<file path="src/rtl/control_sequencer_pkg.sv">
// Shared definitions for the control sequencer and the datapath it drives:
// states, opcodes, ALU operation and register-mux codes, decoded control word.
package control_sequencer_pkg;

  typedef enum logic [2:0] {
    StFetch     = 3'b000,
    StDecode    = 3'b001,
    StExecute   = 3'b010,
    StMem       = 3'b011,
    StWriteback = 3'b100
  } state_e;

  localparam logic [3:0] OpcBz     = 4'b1000;
  localparam logic [3:0] OpcBnz    = 4'b1001;
  localparam logic [3:0] OpcBc     = 4'b1010;
  localparam logic [3:0] OpcBnc    = 4'b1011;
  localparam logic [3:0] OpcLoad   = 4'b1100;
  localparam logic [3:0] OpcStore  = 4'b1101;
  localparam logic [3:0] OpcRtype  = 4'b1110;
  localparam logic [3:0] OpcPortIn = 4'b1111;

  localparam logic [3:0] AluOpAdd = 4'b0000;

  localparam logic [1:0] RegMuxAlu  = 2'b00;
  localparam logic [1:0] RegMuxMem  = 2'b01;
  localparam logic [1:0] RegMuxPort = 2'b10;

  typedef struct packed {
    logic [3:0] alu_op;
    logic       op2;
    logic [1:0] reg_mux;
    logic       reg_wrt;
    logic       is_mem;
    logic       mem_we;
    logic       is_branch;
    logic       illegal;
  } ctrl_t;

  // Branch condition is encoded in opc[1:0]: bz, bnz, bc, bnc.
  function automatic logic branch_taken(input logic [1:0] cond, input logic zero,
                                        input logic carry);
    case (cond)
      2'b00:   return zero;
      2'b01:   return !zero;
      2'b10:   return carry;
      default: return !carry;
    endcase
  endfunction

endpackage

</file>
<file path="src/rtl/control_sequencer_instr_decoder.sv">
// Combinational decode of the latched opcode/function into a control word.
module instr_decoder
  import control_sequencer_pkg::*;
(
  input  logic [3:0] opc_i,
  input  logic [2:0] func_i,
  output ctrl_t      ctrl_o
);

  always_comb begin
    ctrl_o = '0;
    casez (opc_i)
      4'b00??: begin
        ctrl_o.alu_op  = {2'b00, opc_i[1:0]};
        ctrl_o.reg_mux = RegMuxAlu;
        ctrl_o.reg_wrt = 1'b1;
      end
      OpcRtype: begin
        ctrl_o.alu_op  = {1'b0, func_i};
        ctrl_o.op2     = 1'b1;
        ctrl_o.reg_mux = RegMuxAlu;
        ctrl_o.reg_wrt = 1'b1;
      end
      OpcLoad: begin
        ctrl_o.alu_op  = AluOpAdd;
        ctrl_o.reg_mux = RegMuxMem;
        ctrl_o.reg_wrt = 1'b1;
        ctrl_o.is_mem  = 1'b1;
      end
      OpcStore: begin
        ctrl_o.alu_op = AluOpAdd;
        ctrl_o.is_mem = 1'b1;
        ctrl_o.mem_we = 1'b1;
      end
      OpcPortIn: begin
        ctrl_o.reg_mux = RegMuxPort;
        ctrl_o.reg_wrt = 1'b1;
      end
      4'b10??: ctrl_o.is_branch = 1'b1;
      default: ctrl_o.illegal = 1'b1;
    endcase
  end

endmodule

</file>
<file path="src/rtl/control_sequencer.sv">
// Multi-cycle fetch/decode/execute/mem/writeback sequencer with a bus-stall
// watchdog; outputs are decoded from registered state and latched instruction.
module control_sequencer
  import control_sequencer_pkg::*;
#(
  parameter int unsigned STALL_MAX = 15
) (
  input  logic       clk_i,
  input  logic       rst_i,
  input  logic       ClkEn_i,
  input  logic [3:0] opc_i,
  input  logic [2:0] func_i,
  input  logic       carry_i,
  input  logic       zero_i,
  input  logic       inst_ack_i,
  input  logic       data_ack_i,
  output logic       inst_stb_o,
  output logic       inst_cyc_o,
  output logic       data_stb_o,
  output logic       data_we_o,
  output logic [1:0] RegMux_c_o,
  output logic       RegWrt_c_o,
  output logic       op2_c_o,
  output logic [3:0] ALUOp_c_o,
  output logic       pc_en_o,
  output logic       pc_sel_o,
  output logic       bus_err_o,
  output logic       illegal_o,
  output logic [2:0] state_o
);

  localparam int unsigned CntW = $clog2(STALL_MAX + 1);
  localparam logic [CntW-1:0] CntMax = CntW'(STALL_MAX);

  state_e          state_q;
  logic [CntW-1:0] cnt_q;
  logic [3:0]      opc_q;
  logic [2:0]      func_q;
  logic            taken_q;
  ctrl_t           ctrl;
  logic            timeout;

  instr_decoder u_instr_decoder (
    .opc_i  (opc_q),
    .func_i (func_q),
    .ctrl_o (ctrl)
  );

  // A full count means the request has been dropped for this cycle.
  assign timeout = (cnt_q == CntMax);

  always_ff @(posedge clk_i) begin
    if (!rst_i) begin
      state_q <= StFetch;
      cnt_q   <= '0;
      opc_q   <= '0;
      func_q  <= '0;
      taken_q <= 1'b0;
    end else if (ClkEn_i) begin
      unique case (state_q)
        StFetch: begin
          if (timeout) begin
            cnt_q <= '0;
          end else if (inst_ack_i) begin
            cnt_q   <= '0;
            state_q <= StDecode;
          end else begin
            cnt_q <= cnt_q + CntW'(1);
          end
        end
        StDecode: begin
          opc_q   <= opc_i;
          func_q  <= func_i;
          state_q <= StExecute;
        end
        StExecute: begin
          taken_q <= ctrl.is_branch && branch_taken(opc_q[1:0], zero_i, carry_i);
          state_q <= ctrl.is_mem ? StMem : StWriteback;
        end
        StMem: begin
          if (timeout) begin
            cnt_q   <= '0;
            state_q <= StFetch;
          end else if (data_ack_i) begin
            cnt_q   <= '0;
            state_q <= StWriteback;
          end else begin
            cnt_q <= cnt_q + CntW'(1);
          end
        end
        StWriteback: begin
          taken_q <= 1'b0;
          state_q <= StFetch;
        end
        default: state_q <= StFetch;
      endcase
    end
  end

  always_comb begin
    inst_stb_o = 1'b0;
    inst_cyc_o = 1'b0;
    data_stb_o = 1'b0;
    data_we_o  = 1'b0;
    RegMux_c_o = '0;
    RegWrt_c_o = 1'b0;
    op2_c_o    = 1'b0;
    ALUOp_c_o  = '0;
    pc_en_o    = 1'b0;
    pc_sel_o   = 1'b0;
    bus_err_o  = 1'b0;
    illegal_o  = 1'b0;
    state_o    = '0;
    if (rst_i) begin
      state_o = state_q;
      if (state_q inside {StExecute, StMem, StWriteback}) begin
        ALUOp_c_o  = ctrl.alu_op;
        op2_c_o    = ctrl.op2;
        RegMux_c_o = ctrl.reg_mux;
      end
      unique case (state_q)
        StFetch: begin
          inst_stb_o = !timeout;
          inst_cyc_o = !timeout;
          bus_err_o  = ClkEn_i && timeout;
        end
        StExecute: illegal_o = ClkEn_i && ctrl.illegal;
        StMem: begin
          data_stb_o = !timeout;
          data_we_o  = !timeout && ctrl.mem_we;
          bus_err_o  = ClkEn_i && timeout;
        end
        StWriteback: begin
          RegWrt_c_o = ClkEn_i && ctrl.reg_wrt;
          pc_en_o    = ClkEn_i;
          pc_sel_o   = taken_q;
        end
        default: ;
      endcase
    end
  end

endmodule

</file>
<file path="config.mk">
export PLATFORM = sky130hd
export DESIGN_NAME = control_sequencer
export DESIGN_NICKNAME = d
export VERILOG_FILES = /design/src/rtl/control_sequencer_pkg.sv /design/src/rtl/control_sequencer_instr_decoder.sv /design/src/rtl/control_sequencer.sv
export SDC_FILE = /design/constraint.sdc
export NUM_CORES = 1
export LEC_CHECK = 0
export CORE_MARGIN = 3
export CORE_UTILIZATION = 41
export DETAILED_ROUTE_END_ITERATION = 6
export PLACE_DENSITY = 0.73
export SLEW_MARGIN = 20
export SYNTH_ARGS = -nofsm -noshare
export SYNTH_HDL_FRONTEND = slang
export SYNTH_SLANG_ARGS = --single-unit
</file>
<file path="constraint.sdc">
create_clock -name clk_i -period 1.4 [get_ports clk_i]
set_input_delay 0.14 -clock clk_i [delete_from_list [all_inputs] [get_ports clk_i]]
set_output_delay 0.14 -clock clk_i [all_outputs]
set_load 0.01 [all_outputs]
</file>
After elaboration in Yosys (flattened, before gate mapping):

Cells that the tools add are included.

* add/subtract/negate cells: 1
* eq/ne operators: 15
* mux-type cells: 46
* reduce and logical (&&, ||, !) cells: 22

Operators with widths (count)
* 1-bit 2-to-1 mux: 26
* 4-bit 2-to-1 mux: 6
* 4-bit == test (second input constant): 5
* 3-bit 2-to-1 mux: 6
* 3-bit case mux with 4 select lines: 1
* 3-bit case mux with 3 select lines: 1
* 4-bit case mux with 2 select lines: 1
* 3-bit by 2-bit == test with 1-bit output (second input constant): 2
* 3-bit case mux with 2 select lines: 1
* 2-bit AND reduction: 3
* 2-bit OR reduction: 3
* 6-bit OR reduction: 1
* 1-bit logical AND: 5
* 4-bit by 1-bit adder with 4-bit output (second input constant): 1
* 2-bit == test (second input constant): 2
* 2-bit logical NOT: 2
* 2-bit 2-to-1 mux: 2
* 2-bit != test (second input constant): 2
* 4-bit AND reduction: 1
* 2-bit nonzero test: 2
* 3-bit by 1-bit == test with 1-bit output (second input constant): 1
* 3-bit == test (second input constant): 1
* 1-bit logical NOT: 3
* 3-bit logical NOT: 1
* 5 further kinds: 5

* bits in registers: 15
* input port bits: 14
* output and inout port bits: 19
* word-level logic and storage cells: 89

Logic depth before layout (Yosys ltp):

* depth in word-level cells: 7
* depth in mapped cells: 6
* mapped depth without buffers: 5

Cells and area by module:

Synthesis repeated with hierarchy kept, for this count alone.

* cells, all modules: 127
* area, all modules: 1094.8 um^2

By module, submodules not included
* control_sequencer: times used 1, cells each 109, area each 975.9 um^2, sequential area each 300.3 um^2
* instr_decoder: times used 1, cells each 18, area each 118.9 um^2, sequential area each 0.0 um^2

Worst setup path after synthesis:

No wires, ideal clock.

* path type: reg-to-reg
* from: register cnt_q[0]
* to: register state_q[0]
* setup time: 0.116 ns
* arrival: 1.341 ns
* required time: 1.284 ns
* setup slack: -0.057 ns
* stages on the path, launching flop included: 6
* path buffers: 0
* period minus slack after synthesis: 1.457 ns
* path through: dfxtp_1 -> ha_1 -> and3_1 -> o31ai_1 -> nor2_1 -> a41o_1

* longest elaborated chain between the ends: 3
* elaborated cells on any way between the ends: 6
* those cells by class: eq/ne (3); mux (2); reduce/logical (1)

Ends and longest elaborated chain
* start: declaration: line control_sequencer.sv:36 `logic [CntW-1:0] cnt_q;`
* start signal: assignment: line control_sequencer.sv:68 `cnt_q <= cnt_q + CntW'(1);`
* start signal: assignment: line control_sequencer.sv:88 `cnt_q <= cnt_q + CntW'(1);`
* 4-bit == test (*): line control_sequencer.sv:50 `assign timeout = (cnt_q == CntMax);`
* 3-bit != test (no source line) (tied with other cells)
* 4-bit AND reduction (no source line) or 3-bit case mux with 4 select lines (tied branches)
* end signal: assignment: line control_sequencer.sv:54 `state_q <= StFetch;`
* end signal: assignment: line control_sequencer.sv:66 `state_q <= StDecode;`
* end signal: assignment: line control_sequencer.sv:74 `state_q <= StExecute;`
* end: declaration: line control_sequencer.sv:35 `state_e state_q;`

Mark *: on every way between the ends. The rest lies on a longest branch, timed or not.
A chain may end at the register's enable or synchronous reset.

Worst setup path in the final report:

* from: register state_q[1]
* to: output bus_err_o

* longest elaborated chain between the ends: 4
* elaborated cells on any way between the ends: 5
* those cells by class: eq/ne (1); mux (2); reduce/logical (2)

Ends and longest elaborated chain
* 3-bit by 2-bit == test with 1-bit output or 3-bit logical NOT (tied branches): line control_sequencer.sv:121 `unique case (state_q)`
* 2-bit OR reduction (no source line) (*)
* 1-bit 2-to-1 mux (*)
* 1-bit 2-to-1 mux (*): line control_sequencer.sv:114 `if (rst_i) begin`
* end: declaration: line control_sequencer.sv:27 `output logic bus_err_o,`

Marked as above.

==> flow_metrics.env <==
export IMPL_sequentialPowerShare_pct=42.4
export IMPL_yosysWarnings=0
export IMPL_vias_per_cell=5.75
export IMPL_grt_pass1_wl_microns=7090
export IMPL_power_frac_clock_pct=24.9
export IMPL_drc=0
export IMPL_hold_class="input pin to register"
export IMPL_die_area_sq_mm=0.00315
export IMPL_static_leakage_power_nw=0.907
export IMPL_n_antenna_cell=0
export IMPL_crit_path_end_kind="primary output"
export IMPL_rsz0062_at_grt="true"
export IMPL_cp_arrival_ns=1.52
export IMPL_antenna_left=0
export IMPL_h_tree_depth=1
export IMPL_crit_required_ns=1.26
export IMPL_grt_max_degree=12
export IMPL_ios=33
export IMPL_p_per_area_mw_per_mm2=547
export IMPL_post_place_ws_ns=-0.566
export IMPL_regArea_sq_um=317
export IMPL_post_dp_hpwl_microns=2500
export IMPL_drive_above_1_share_pct=56.9
export IMPL_clock_latency_ns=0.30
export IMPL_avgSynthCellArea_sq_um=8.10
export IMPL_layout_setup_ws_ns=-0.261
export IMPL_cts_root_buf="clkbuf_4"
export IMPL_ys_seq_elements=15
export IMPL_io_buffers=31
export IMPL_setup_viol=29
export IMPL_seq_area_frac_synth_pct=29.2
export IMPL_chipHeight_microns=56.1
export IMPL_grt_pass1_vias=1477
export IMPL_initialDrtViolationCount=71
export IMPL_drv_cap=0
export IMPL_grt_remaining_overflow=0
export IMPL_hold_buffers=0
export IMPL_netlist_area_sq_mm=0.00103
export IMPL_pwr_share_comb_pct=32.7
export IMPL_wl_microns=4490
export IMPL_cts_tree="yes"
export IMPL_cp_start_kind="register"
export IMPL_vias=1363
export IMPL_synth_edff_count=0
export IMPL_syn_to_final_growth_pct=94.3
export IMPL_status="finished, violations left"
export IMPL_whs_ns=0.416
export IMPL_numCtsBuffers=3
export IMPL_yosys_area_top_type="dfxtp_1"
export IMPL_netSwitchingPower_mw=0.345
export IMPL_clock_fmax_ghz=0.602
export IMPL_total_power_mw=1.09
export IMPL_ir_worst_vdd_uv=520
export IMPL_violations="setup timing"
export IMPL_finalNetCount=225
export IMPL_fin_crit_sh_pct=119
export IMPL_first_pass_iters=4
export IMPL_synth_top_area_share_pct=29.2
export IMPL_routedWlPerCell_microns=18.9
export IMPL_grt_use_total_pct=28.0
export IMPL_initial_utilization_pct=44.8
export IMPL_sw_frac_of_total_pct=31.6
export IMPL_stdcell_count=237
export IMPL_netlist_instances=127
export IMPL_fill_cells=116
export IMPL_synthArstFlopShare_pct=0
export IMPL_clockBufferDepth=2
export IMPL_synth_flop_cell="dfxtp_1"
export IMPL_ys_top_cells_by_area="dfxtp_1, mux2i_1, nor2_1"
export IMPL_num_rows=17
export IMPL_synthDistinctLibCells=43
export IMPL_internal_power_mw=0.747
export IMPL_dp_cells=219
export IMPL_core_sq_mm=0.00230
export IMPL_period_needed_ns=1.66
export IMPL_cp_max_fo=6
export IMPL_synth_nets=142
export IMPL_fin_skew_ns=0.0192
export IMPL_hold_viol_final=0
export IMPL_fin_util_pct=87.0
export IMPL_worstSetupPathType="register to primary output"
export IMPL_multi_input_area_sq_um=843
export IMPL_slew_violations=0
export IMPL_antenna_found_initial=0
export IMPL_cts_sinks=15
export IMPL_clkTransAtPathRegs_ns=0.12
export IMPL_gp_congestion=0.878
export IMPL_die_w_microns=56.1
layout by cell type, fill, tap and decap left out, types with 2 or more instances in the layout:
cell type / count
dfxtp_2: 4
a21oi_1: 4
nor3b_4: 2
nor2_1: 13
dfxtp_1: 8
and3_4: 4
and3_1: 2
a31oi_1: 2
nand4b_1: 2
xnor2_1: 2
or3_4: 2
nor2_4: 3
nand2_4: 2
nand4_1: 2
nand3_4: 2
inv_1: 5
nand3_1: 2
dlygate4sd2_1: 2
buf_6: 20
clkbuf_4: 3
buf_2: 10
nor3_2: 2
nor4_2: 2
mux2i_1: 9
nand2_2: 2
a41o_1: 2
buf_4: 42
nand2_1: 5
dfxtp_4: 3
nor2b_4: 2
clkdlybuf4s50_1: 12
cells in the mapped netlist, drive strengths merged, types with 2 or more instances:
master,count
a21oi,5
a31oi,2
a41o,2
and2,3
and3,6
buf,6
clkbuf,4
dfxtp,15
inv,5
mux2i,10
nand2,9
nand2b,2
nand3,5
nand3b,2
nand4,2
nand4b,2
nor2,17
nor2b,2
nor3,3
nor3b,4
nor4,2
o21ai,2
o31ai,2
or3,3
xnor2,2
registers in the layout, summed over array words and instances (netlist names):
signal	count
cnt_q	4
opc_q	4
state_q	3
func_q	3
taken_q	1
cells by family (layout without fill, tap and decap cells):
family	count (synthesis)	count (layout)	share of synthesized area [%]
AOI/OAI and AO/OA	19	19	13.0
other	1	1	0.365
and+or+nand+nor	64	64	36.3
muxes	10	10	9.73
DFF	15	15	29.2
xor gates and xnor gates	2	2	1.70
buffers and inverters	15	97	8.51
adders and majority gates	1	1	1.22
layout make-up:
| cell class | count | share of cell area, % |
|---|---|---|
| Timing Repair Buffer | 88 | 37.9 |
| Tap cell | 28 | 1.75 |
| Clock buffer | 4 | 1.31 |
| Sequential cell | 15 | 15.8 |
| Multi-Input combinational cell | 97 | 42.2 |
| Inverter | 5 | 0.939 |
routing by layer:
layer	part of all wire, %	up-vias	global-route usage [%]
met4	2.4	0	11.2
li1	-	610	-
met2	51	69	47.9
met3	5.1	12	5.10
met5	0	-	0
met1	42	672	34.3
per-stage QoR:
stage               setup TNS, ns  instance area, sq um
finish                      -4.05                  2000
global route                -5.64                  2000
CTS                         -2.83                  1910
detailed placement         -10.15                  1640
global placement            -9.25                  1640
floorplan                       0                  1040
worst max-delay path: stages (launching register included):
cell and delay [ns]:
dfxtp_4 0.41, buf_4 0.16, nand3b_4 0.11, buf_12 0.14, a211oi_2 0.23, buf_2 0.17
timing repair:
item	in CTS	in global routing
setup endpoints to repair	32	30
gates cloned	0	0
setup buffers	11	3
pin swaps	22	4
gates resized for setup	127	13
power groups by stage:
stage          Clock, mW  Sequential [mW]  Combinational, mW
2_1_floorplan          0            0.459              0.133
3_3_place_gp           0            0.466              0.261
3_5_place_dp           0            0.466              0.270
4_1_cts            0.260            0.458              0.321
5_1_grt            0.287            0.465              0.376
6_report           0.272            0.463              0.357
worst paths after layout:
check / to / slack (ns) / from / cells after the start
worst max-delay path: bus_err_o / -0.26 / state_q[1] / 5
worst min-delay path: taken_q / 0.42 / rst_i / 3
worst max register to register: cnt_q[2] / -0.21 / state_q[1] / 8
worst min register to register: taken_q / 0.50 / taken_q / 2
Note: power is estimated with default switching activity, not from simulation.
